<file path="config.mk">
export PLATFORM = sky130hd
export DESIGN_NAME = sdram_aref_ctrl_flat
export DESIGN_NICKNAME = d
export VERILOG_FILES = /design/src/rtl/sdram_defs.sv /design/src/rtl/sdram_aref_ctrl_if.sv /design/src/rtl/sdram_aref_ctrl.sv /design/src/flat_wrapper.sv
export SDC_FILE = /design/constraint.sdc
export NUM_CORES = 1
export LEC_CHECK = 0
export CAP_MARGIN = 25
export CORE_MARGIN = 4
export CORE_UTILIZATION = 50
export CTS_CLUSTER_DIAMETER = 200
export DETAILED_ROUTE_END_ITERATION = 7
export HOLD_SLACK_MARGIN = 0.05
export PLACE_DENSITY_LB_ADDON = 0.12
export SLEW_MARGIN = 15
export SYNTH_ARGS = -nofsm -noshare
export SYNTH_HDL_FRONTEND = slang
export SYNTH_SLANG_ARGS = --single-unit
export TNS_END_PERCENT = 50
</file>
<file path="constraint.sdc">
create_clock -name sys_clk -period 2.3 [get_ports sys_clk]
set_clock_uncertainty 0.2 [all_clocks]
set_input_delay 0.23 -clock sys_clk [delete_from_list [all_inputs] [get_ports sys_clk]]
set_output_delay 0.23 -clock sys_clk [all_outputs]
set_load 0.05 [all_outputs]
</file>
<file path="src/rtl/sdram_defs.sv">
// Shared SDRAM definitions: command encodings, all-bank address, refresh FSM states.
// Used by the arbiter and by the init, write, read and auto-refresh controllers.
package sdram_defs;

  // {cs_n, ras_n, cas_n, we_n}
  localparam logic [3:0] CMD_NOP       = 4'b0111;
  localparam logic [3:0] CMD_PRECHARGE = 4'b0010;
  localparam logic [3:0] CMD_AUTO_REF  = 4'b0001;
  localparam logic [3:0] CMD_ACTIVE    = 4'b0011;
  localparam logic [3:0] CMD_READ      = 4'b0101;
  localparam logic [3:0] CMD_WRITE     = 4'b0100;
  localparam logic [3:0] CMD_LOAD_MODE = 4'b0000;

  // A10=1 selects all-bank precharge
  localparam logic [1:0]  ALL_BANK_BA   = 2'b11;
  localparam logic [12:0] ALL_BANK_ADDR = 13'h1fff;

  typedef enum logic [2:0] {
    AREF_IDLE,
    AREF_PCHA,
    AREF_TRP,
    AREF_AREF,
    AREF_TRF,
    AREF_END
  } aref_state_t;

endpackage

</file>
<file path="src/rtl/sdram_aref_ctrl_if.sv">
// Auto-refresh controller <-> arbiter bundle.
// Optional aref_miss_cnt exists only with SDRAM_AREF_MISS_CNT_EN.
interface sdram_aref_ctrl_if;
  logic        aref_en;
  logic        aref_req;
  logic        aref_end;
  logic [3:0]  aref_cmd;
  logic [1:0]  aref_ba;
  logic [12:0] aref_addr;
`ifdef SDRAM_AREF_MISS_CNT_EN
  logic [7:0]  aref_miss_cnt;

  modport master (
    input  aref_en,
    output aref_req, aref_end,
    output aref_cmd, aref_ba, aref_addr,
    output aref_miss_cnt
  );

  modport slave (
    output aref_en,
    input  aref_req, aref_end,
    input  aref_cmd, aref_ba, aref_addr,
    input  aref_miss_cnt
  );
`else
  modport master (
    input  aref_en,
    output aref_req, aref_end,
    output aref_cmd, aref_ba, aref_addr
  );

  modport slave (
    output aref_en,
    input  aref_req, aref_end,
    input  aref_cmd, aref_ba, aref_addr
  );
`endif
endinterface

</file>
<file path="src/rtl/sdram_aref_ctrl.sv">
// SDRAM auto-refresh controller: interval timer, request, PRE-all + N x AREF.
// Optional starvation counter aref_miss_cnt: define SDRAM_AREF_MISS_CNT_EN.
module sdram_aref_ctrl #(
  parameter int CNT_REF_MAX = 1250,
  parameter int TRP_CLK     = 3,
  parameter int TRC_CLK     = 10,
  parameter int AREF_NUM    = 2
) (
  input  logic              sys_clk,
  input  logic              sys_rst_n,
  input  logic              init_end,
  sdram_aref_ctrl_if.master bus
);
  import sdram_defs::*;

  localparam int CW   = $clog2(CNT_REF_MAX);
  localparam int WMAX = (TRP_CLK > TRC_CLK) ? TRP_CLK : TRC_CLK;
  localparam int WW   = $clog2(WMAX + 1);
  localparam int RW   = 3;

  logic [CW-1:0] cnt_ref;
  logic          wrap;
  logic          req_q;

  aref_state_t   st_q, st_d;
  logic [WW-1:0] wait_q, wait_d;
  logic [RW-1:0] ref_q, ref_d;
  logic [3:0]    cmd_q, cmd_d;
  logic          end_q, end_d;

  assign wrap = init_end && (cnt_ref == CW'(CNT_REF_MAX - 1));

  // free-running refresh interval, held while init is pending
  always_ff @(posedge sys_clk or negedge sys_rst_n) begin
    if (!sys_rst_n)  cnt_ref <= '0;
    else if (!init_end) cnt_ref <= '0;
    else if (wrap)   cnt_ref <= '0;
    else             cnt_ref <= cnt_ref + CW'(1);
  end

  // request: a new interval wins over a same-edge grant
  always_ff @(posedge sys_clk or negedge sys_rst_n) begin
    if (!sys_rst_n)     req_q <= 1'b0;
    else if (!init_end) req_q <= 1'b0;
    else if (wrap)      req_q <= 1'b1;
    else if (st_q == AREF_IDLE && bus.aref_en)
      req_q <= 1'b0;
  end

  // state, timers and registered command
  always_ff @(posedge sys_clk or negedge sys_rst_n) begin
    if (!sys_rst_n) begin
      st_q   <= AREF_IDLE;
      wait_q <= '0;
      ref_q  <= '0;
      cmd_q  <= CMD_NOP;
      end_q  <= 1'b0;
    end else begin
      st_q   <= st_d;
      wait_q <= wait_d;
      ref_q  <= ref_d;
      cmd_q  <= cmd_d;
      end_q  <= end_d;
    end
  end

  // next state; command decoded from the next state so it aligns with st_q
  always_comb begin
    st_d   = st_q;
    wait_d = wait_q;
    ref_d  = ref_q;
    cmd_d  = CMD_NOP;
    end_d  = 1'b0;
    unique case (st_q)
      AREF_IDLE: if (bus.aref_en) st_d = AREF_PCHA;
      AREF_PCHA: begin
        st_d   = AREF_TRP;
        wait_d = '0;
      end
      AREF_TRP: begin
        if (wait_q == WW'(TRP_CLK - 1)) begin
          st_d   = AREF_AREF;
          wait_d = '0;
        end else begin
          wait_d = wait_q + WW'(1);
        end
      end
      AREF_AREF: begin
        st_d   = AREF_TRF;
        wait_d = '0;
        ref_d  = ref_q + RW'(1);
      end
      AREF_TRF: begin
        if (wait_q == WW'(TRC_CLK - 1)) begin
          wait_d = '0;
          st_d   = (ref_q < RW'(AREF_NUM)) ? AREF_AREF : AREF_END;
        end else begin
          wait_d = wait_q + WW'(1);
        end
      end
      AREF_END: begin
        st_d  = AREF_IDLE;
        ref_d = '0;
      end
      default: st_d = AREF_IDLE;
    endcase
    unique case (1'b1)
      (st_d == AREF_PCHA): cmd_d = CMD_PRECHARGE;
      (st_d == AREF_AREF): cmd_d = CMD_AUTO_REF;
      default:             cmd_d = CMD_NOP;
    endcase
    end_d = (st_d == AREF_END);
  end

  assign bus.aref_req  = req_q;
  assign bus.aref_end  = end_q;
  assign bus.aref_cmd  = cmd_q;
  assign bus.aref_ba   = ALL_BANK_BA;
  assign bus.aref_addr = ALL_BANK_ADDR;

`ifdef SDRAM_AREF_MISS_CNT_EN
  logic [7:0] miss_q;

  // saturating count of intervals that elapsed while still waiting for a grant
  always_ff @(posedge sys_clk or negedge sys_rst_n) begin
    if (!sys_rst_n) miss_q <= '0;
    else if (wrap && req_q && miss_q != 8'hff)
      miss_q <= miss_q + 8'd1;
  end

  assign bus.aref_miss_cnt = miss_q;
`endif

endmodule

</file>
<file path="src/flat_wrapper.sv">
// flat-port wrapper written by rule: the top's interface ports become plain ports
module sdram_aref_ctrl_flat import sdram_defs::*;
#(
  parameter int CNT_REF_MAX = 1250,
  parameter int TRP_CLK     = 3,
  parameter int TRC_CLK     = 10,
  parameter int AREF_NUM    = 2
)
  (sys_clk, sys_rst_n, init_end, bus_aref_en, bus_aref_req, bus_aref_end, bus_aref_cmd, bus_aref_ba, bus_aref_addr);
  sdram_aref_ctrl_if bus_i ();
  input  logic sys_clk;
  input  logic sys_rst_n;
  input  logic init_end;
  input wire logic [$bits(bus_i.aref_en)-1:0] bus_aref_en;
  output wire logic [$bits(bus_i.aref_req)-1:0] bus_aref_req;
  output wire logic [$bits(bus_i.aref_end)-1:0] bus_aref_end;
  output wire logic [$bits(bus_i.aref_cmd)-1:0] bus_aref_cmd;
  output wire logic [$bits(bus_i.aref_ba)-1:0] bus_aref_ba;
  output wire logic [$bits(bus_i.aref_addr)-1:0] bus_aref_addr;
  assign bus_i.aref_en = bus_aref_en;
  assign bus_aref_req = bus_i.aref_req;
  assign bus_aref_end = bus_i.aref_end;
  assign bus_aref_cmd = bus_i.aref_cmd;
  assign bus_aref_ba = bus_i.aref_ba;
  assign bus_aref_addr = bus_i.aref_addr;
  sdram_aref_ctrl #(.CNT_REF_MAX(CNT_REF_MAX), .TRP_CLK(TRP_CLK), .TRC_CLK(TRC_CLK), .AREF_NUM(AREF_NUM)) u_core (.sys_clk(sys_clk), .sys_rst_n(sys_rst_n), .init_end(init_end), .bus(bus_i));
endmodule
</file>
==> metrics.yaml, run 1 <==
sta:
  tightest_slew_ns: 0.546
  maxSlewHeadroom: 0.636
  rsz0062_at_grt: "no"
  period_minus_slack_ns: 2.09
  hold_violations: 0
  setup_viol: 0
  worst_slack_ns: 0.208
  finalCritPeriodShare: 0.910
  fin_setup_tns_ns: 0
  max_freq_mhz: 478
  slew_violations: 0
die:
  die_area_um2: 3930
  coreArea_um2: 2810
  die_y_um: 62.7
  fp.dieW_um: 62.7
  start_util: 0.533
  num_rows: 19
  ios: 25
critical_path:
  setup.worst_path.end_class: "output port"
  critPathMaxStageDelay_ns: 0.80
  critPathMaxFanout: 1
  cp_cell_sequence: "clkdlybuf4s50_1"
  crit_path_start_kind: "flip-flop"
  path_delay_family: "buffers and inverters"
  path_class: "reg2out"
  critical_path_buf_inv_count: 1
  cp.arrival_ns: 1.66
  crit_required_ns: 1.87
  crit_slowest_cell: "clkdlybuf4s50_1"
placement:
  gp_congestion: 0.841
  hpwl_mm: 1.96
  pre_cts_ws_ns: 0.519
  dpl_cell_area_um2: 1530
  io_buffers: 8
logic_synthesis:
  syn_inst: 151
  synth_area_um2: 1500
  yosysSeqAreaShare: 0.438
  synth_compound_area_frac: 0.199
  synth-main-ff-cell: "dfrtp_1"
  yosysWarnings: 0
  synthMuxAreaShare: 0
  synth_top_family_by_area: "compound AO/OA/AOI/OAI gates"
  synth_simple_gate_area_frac: 0.193
  synthDistinctLibCells: 44
  ys_async_sr_fraction: 1.00
  synth_edf_count: 0
  synth_fa_ha_area_frac: 0.0251
  ys_ff_latch: 26
  synth_xor_xnor_area_share: 0.0234
  avgSynthCellArea_um2: 9.90
clock_network:
  tritoncts: "done"
  insertion_delay_ns: 0.33
  post_cts_buffers: 0
  cts_num_sinks: 26
  root_buffer: "clkbuf_4"
  path_clk_slew_ns: 0.14
  htreeDepth: 1
  cts_resized: 0
  cts.path.max_buffers: 2
  cts_buffers: 3
power:
  combPwrFrac: 0.379
  p_leak_nw: 0.653
  intPower_w: 0.000914
  p_sw_frac: 0.418
  peakVddDrop_v: 0.000415
  power_density_nw_per_um2: 996
  p_sw_w: 0.000657
  clkPwrFrac: 0.152
  pwr-share-seq: 0.469
finish:
  fillers: 248
  syn2layout_area_growth_pct: 5.44
  stdcell_area_um2: 1580
  final_nets: 166
  drive_gt1_frac: 0.108
  diodes: 0
  layout_commonest_cell: "dfrtp_1"
  final_cell_mix: "dfrtp_1, conb_1"
route:
  drc: 0
  wl_per_cell_um: 14.9
  via_per_inst: 6.07
  dr.pass1.iters: 4
  first_iter_violations: 68
  routed_wl_mm: 2.83
  postRouteAntennaNets: 0
  via_count: 1148
grt:
  grt_pass1_vias: 1080
  grt_overflow: 0
  grt_usage: 0.154
  grt_max_degree: 27
  antenna_found_initial: 0
  grt_pass1_wl_mm: 4.95
flow_run:
  cap_viol_max_count: 0
status:
  status: "completed"
hold_path:
  hold_path_class: "in2reg"
==> sequential cells by signal (all words and copies together) (netlist names) <==
name	cells
u_core.st_q	3
u_core.bus.aref_req	1
u_core.bus.aref_cmd	3
u_core.ref_q	3
u_core.wait_q	4
u_core.bus.aref_end	1
u_core.cnt_ref	11
==> power by group through the flow <==
| stage | clock, W | combinational [W] | sequential [W] |
|---|---|---|---|
| 6_report | 0.000239 | 0.000596 | 0.000736 |
| 5_1_grt | 0.000273 | 0.000664 | 0.000760 |
| 4_1_cts | 0.000247 | 0.000599 | 0.000734 |
| 3_5_place_dp | 0 | 0.000594 | 0.000743 |
| 3_3_place_gp | 0 | 0.000589 | 0.000737 |
| 2_1_floorplan | 0 | 0.000512 | 0.000723 |
==> stage by stage <==
stage	total power, W	hold WS (ns)	cells	util
global placement	0.00133	0.308	184	0.545
global route	0.00170	0.268	189	0.562
CTS	0.00158	0.272	189	0.562
floorplan	0.00124	-0.266	165	-
detailed placement	0.00134	0.331	184	0.545
finish	0.00157	0.290	189	0.562
==> cell families (layout without fill, tap and decap cells) <==
kind of cell | count (synthesis) | in the layout
AND/OR/NAND/NOR | 46 | 46
AO/OA/AOI/OAI | 43 | 43
buffers and inverters | 27 | 20
flip-flops | 26 | 26
XOR/XNOR | 4 | 4
adder cells (fa/ha/maj) | 3 | 3
other | 2 | 16
==> worst paths after layout <==
| check | from | to | slack (ns) | cells after the start |
|---|---|---|---|---|
| setup reg to reg | u_core.st_q[1] | u_core.bus.aref_cmd[1] | 0.48 | 3 |
| max in group asynchronous | sys_rst_n | u_core.bus.aref_cmd[0] | 1.00 | 3 |
| setup / recovery | u_core.bus.aref_cmd[2] | bus_aref_cmd[2] | 0.21 | 1 |
| hold / removal | init_end | u_core.bus.aref_req | 0.29 | 2 |
| min in group asynchronous | sys_rst_n | u_core.wait_q[3] | 0.59 | 3 |
| hold reg to reg | u_core.cnt_ref[0] | u_core.cnt_ref[0] | 0.34 | 1 |
==> cell usage after synthesis, types with 4 or more instances <==
cell type / instances / area share
o21ai_0: 8 / 0.027
o31ai_1: 8 / 0.040
buf_2: 4 / 0.013
buf_4: 16 / 0.080
nor2b_1: 5 / 0.021
nand2_1: 6 / 0.015
nor2_1: 8 / 0.020
dfrtp_1: 23 / 0.38
nand3_1: 5 / 0.017
a21oi_1: 8 / 0.027
or3_1: 5 / 0.021
inv_1: 4 / 0.010
o211ai_1: 4 / 0.020
==> metal layers <==
layer / track usage / wire length, µm / vias up
li1: - / - / 540
met1: 0.186 / 1190 / 543
met2: 0.256 / 1410 / 52
met3: 0.0324 / 145 / 13
met4: 0.0826 / 82 / 0
met5: 0 / 0 / -
==> what timing repair did <==
action,4_1_cts,5_1_grt
hold buffers,1,0
endpoints found under the hold margin,4,0
endpoints found under the setup margin,0,0
==> area by class of cell <==
| type | instances | area (µm²) | share of cell area |
|---|---|---|---|
| multi-input cells | 112 | 719 | 0.456 |
| repair buffers | 12 | 113 | 0.0714 |
| well taps | 31 | 38.8 | 0.0246 |
| flip-flops and latches | 26 | 654 | 0.415 |
| clock buffers | 4 | 36.3 | 0.0230 |
| inverters | 4 | 15.0 | 0.00952 |
Power figures use the tool's default switching activity.
==> run 2, diff against run 1 <==
- CORE_UTILIZATION: 50 -> 55
- CTS_BUF_LIST: unset -> sky130_fd_sc_hd__clkbuf_4 sky130_fd_sc_hd__clkbuf_8
- CTS_CLUSTER_SIZE: unset -> 16
==> run 2 against run 1 <==
- sequential power increased by 1%
- global-route usage increased by 1.1 points
- sequential share of layout area increased by 0.099 points
- maximum frequency about the same
- power increased by 0.91%
- routed wire length decreased by 1.2%
- critical path type unchanged
==> metrics.yaml, run 2 (synthesis results as in run 1) <==
clock_network:
  tritoncts: "done"
  cts_buffers: 3
  cts_resized: 0
  cts_num_sinks: 26
  post_cts_buffers: 0
  cts.path.max_buffers: 2
  htreeDepth: 1
  ctsHoldBuffers: 0
  insertion_delay_ns: 0.32
  root_buffer: "clkbuf_4"
  path_clk_slew_ns: 0.15
finish:
  syn2layout_area_growth_pct: 5.19
  layout_commonest_cell: "dfrtp_1"
  final_nets: 166
  regArea_um2: 654
  diodes: 0
  regMostFlops: "u_core.cnt_ref"
  fillers: 222
  drive_gt1_frac: 0.114
  multi_input_area_um2: 719
  final_cell_mix: "dfrtp_1, conb_1"
  largestRegisters: "u_core.cnt_ref x11, u_core.wait_q x4"
  largest_register_ffs: 11
placement:
  pre_cts_ws_ns: 0.511
  io_buffers: 8
  gp_congestion: 0.877
  hpwl_mm: 1.99
die:
  num_rows: 18
  die_area_um2: 3620
  coreArea_um2: 2540
  ios: 25
  fp.dieW_um: 60.1
  start_util: 0.588
  die_y_um: 60.1
power:
  p_sw_frac: 0.423
  p_sw_w: 0.000670
  p_leak_nw: 0.653
  clkPwrFrac: 0.148
  peakVddDrop_v: 0.000568
  pwr-share-seq: 0.471
  combPwrFrac: 0.380
  intPower_w: 0.000915
  power_density_nw_per_um2: 1010
route:
  first_iter_violations: 23
  dr.pass1.iters: 4
  postRouteAntennaNets: 0
  drc: 0
  via_count: 1120
  routed_wl_mm: 2.79
  via_per_inst: 5.96
  wl_per_cell_um: 14.8
grt:
  grt_max_degree: 27
  antenna_found_initial: 0
  grt_overflow: 0
  grt_usage: 0.165
  grt_pass1_wl_mm: 4.52
  grt_pass1_vias: 1074
critical_path:
  cp_cell_sequence: "clkdlybuf4s50_1"
  critPathMaxFanout: 1
  crit_slowest_cell: "clkdlybuf4s50_1"
  crit_required_ns: 1.87
  crit_path_start_kind: "flip-flop"
  path_delay_family: "buffers and inverters"
  critical_path_buf_inv_count: 1
  setup.worst_path.end_class: "output port"
  critPathMaxStageDelay_ns: 0.79
  cp.arrival_ns: 1.66
  path_class: "reg2out"
status:
  status: "completed"
sta:
  max_freq_mhz: 478
  worst_slack_ns: 0.209
  rsz0062_at_grt: "no"
  hold_slack_ns: 0.0549
  hold_violations: 0
  period_minus_slack_ns: 2.09
  setup_viol: 0
  tightest_slew_ns: 0.553
  finalCritPeriodShare: 0.909
  maxSlewHeadroom: 0.632
  slew_violations: 0
  fin_setup_tns_ns: 0
hold_path:
  hold_path_class: "in2async"
flow_run:
  cap_viol_max_count: 0
run 2: cell count changes in the layout (fill, tap and decap cells not counted), sizes merged:
cell,before,now
buf,3,4
dlygate4sd3,1,0
run 2: stage by stage:
stage | total power, W | std cells | utilization | instance area (µm²)
global placement | 0.00132 | 184 | 0.604 | 1540
floorplan | 0.00124 | 165 | - | 1550
finish | 0.00158 | 188 | 0.618 | 1570
detailed placement | 0.00135 | 184 | 0.604 | 1540
global route | 0.00169 | 188 | 0.618 | 1570
CTS | 0.00159 | 188 | 0.618 | 1570
run 2: path summary, 6_finish.rpt:
path	from	to	slack, ns	cells past startpoint
setup reg to reg	u_core.st_q[1]	u_core.bus.aref_cmd[2]	0.45	3
setup / recovery	u_core.bus.aref_cmd[0]	bus_aref_cmd[0]	0.21	1
max in group asynchronous	sys_rst_n	u_core.bus.aref_cmd[2]	1.54	2
hold reg to reg	u_core.cnt_ref[0]	u_core.cnt_ref[0]	0.32	1
min in group sys_clk	init_end	u_core.bus.aref_req	0.28	2
hold / removal	sys_rst_n	u_core.wait_q[0]	0.05	2
run 2: routing by layer:
layer  up-vias  wire, µm  GRT usage
li1        539         -          -
met1       543      1190      0.193
met2        34      1460      0.301
met3         4       114     0.0194
met4         0        29     0.0696
met5         -         0          0
run 2: power by group through the flow:
stage               Clock, W  Combinational, W  Sequential (W)
floorplan                  0          0.000512        0.000723
global placement           0          0.000580        0.000742
detailed placement         0          0.000599        0.000750
CTS                 0.000246          0.000604        0.000740
global route        0.000265          0.000654        0.000768
finish              0.000235          0.000603        0.000747
run 2: cell type report:
cell class | instances | area share
clock buffer | 4 | 0.0231
inverter | 4 | 0.00955
multi-input combinational | 112 | 0.457
sequential | 26 | 0.416
tap | 30 | 0.0239
timing repair buffer | 12 | 0.0700
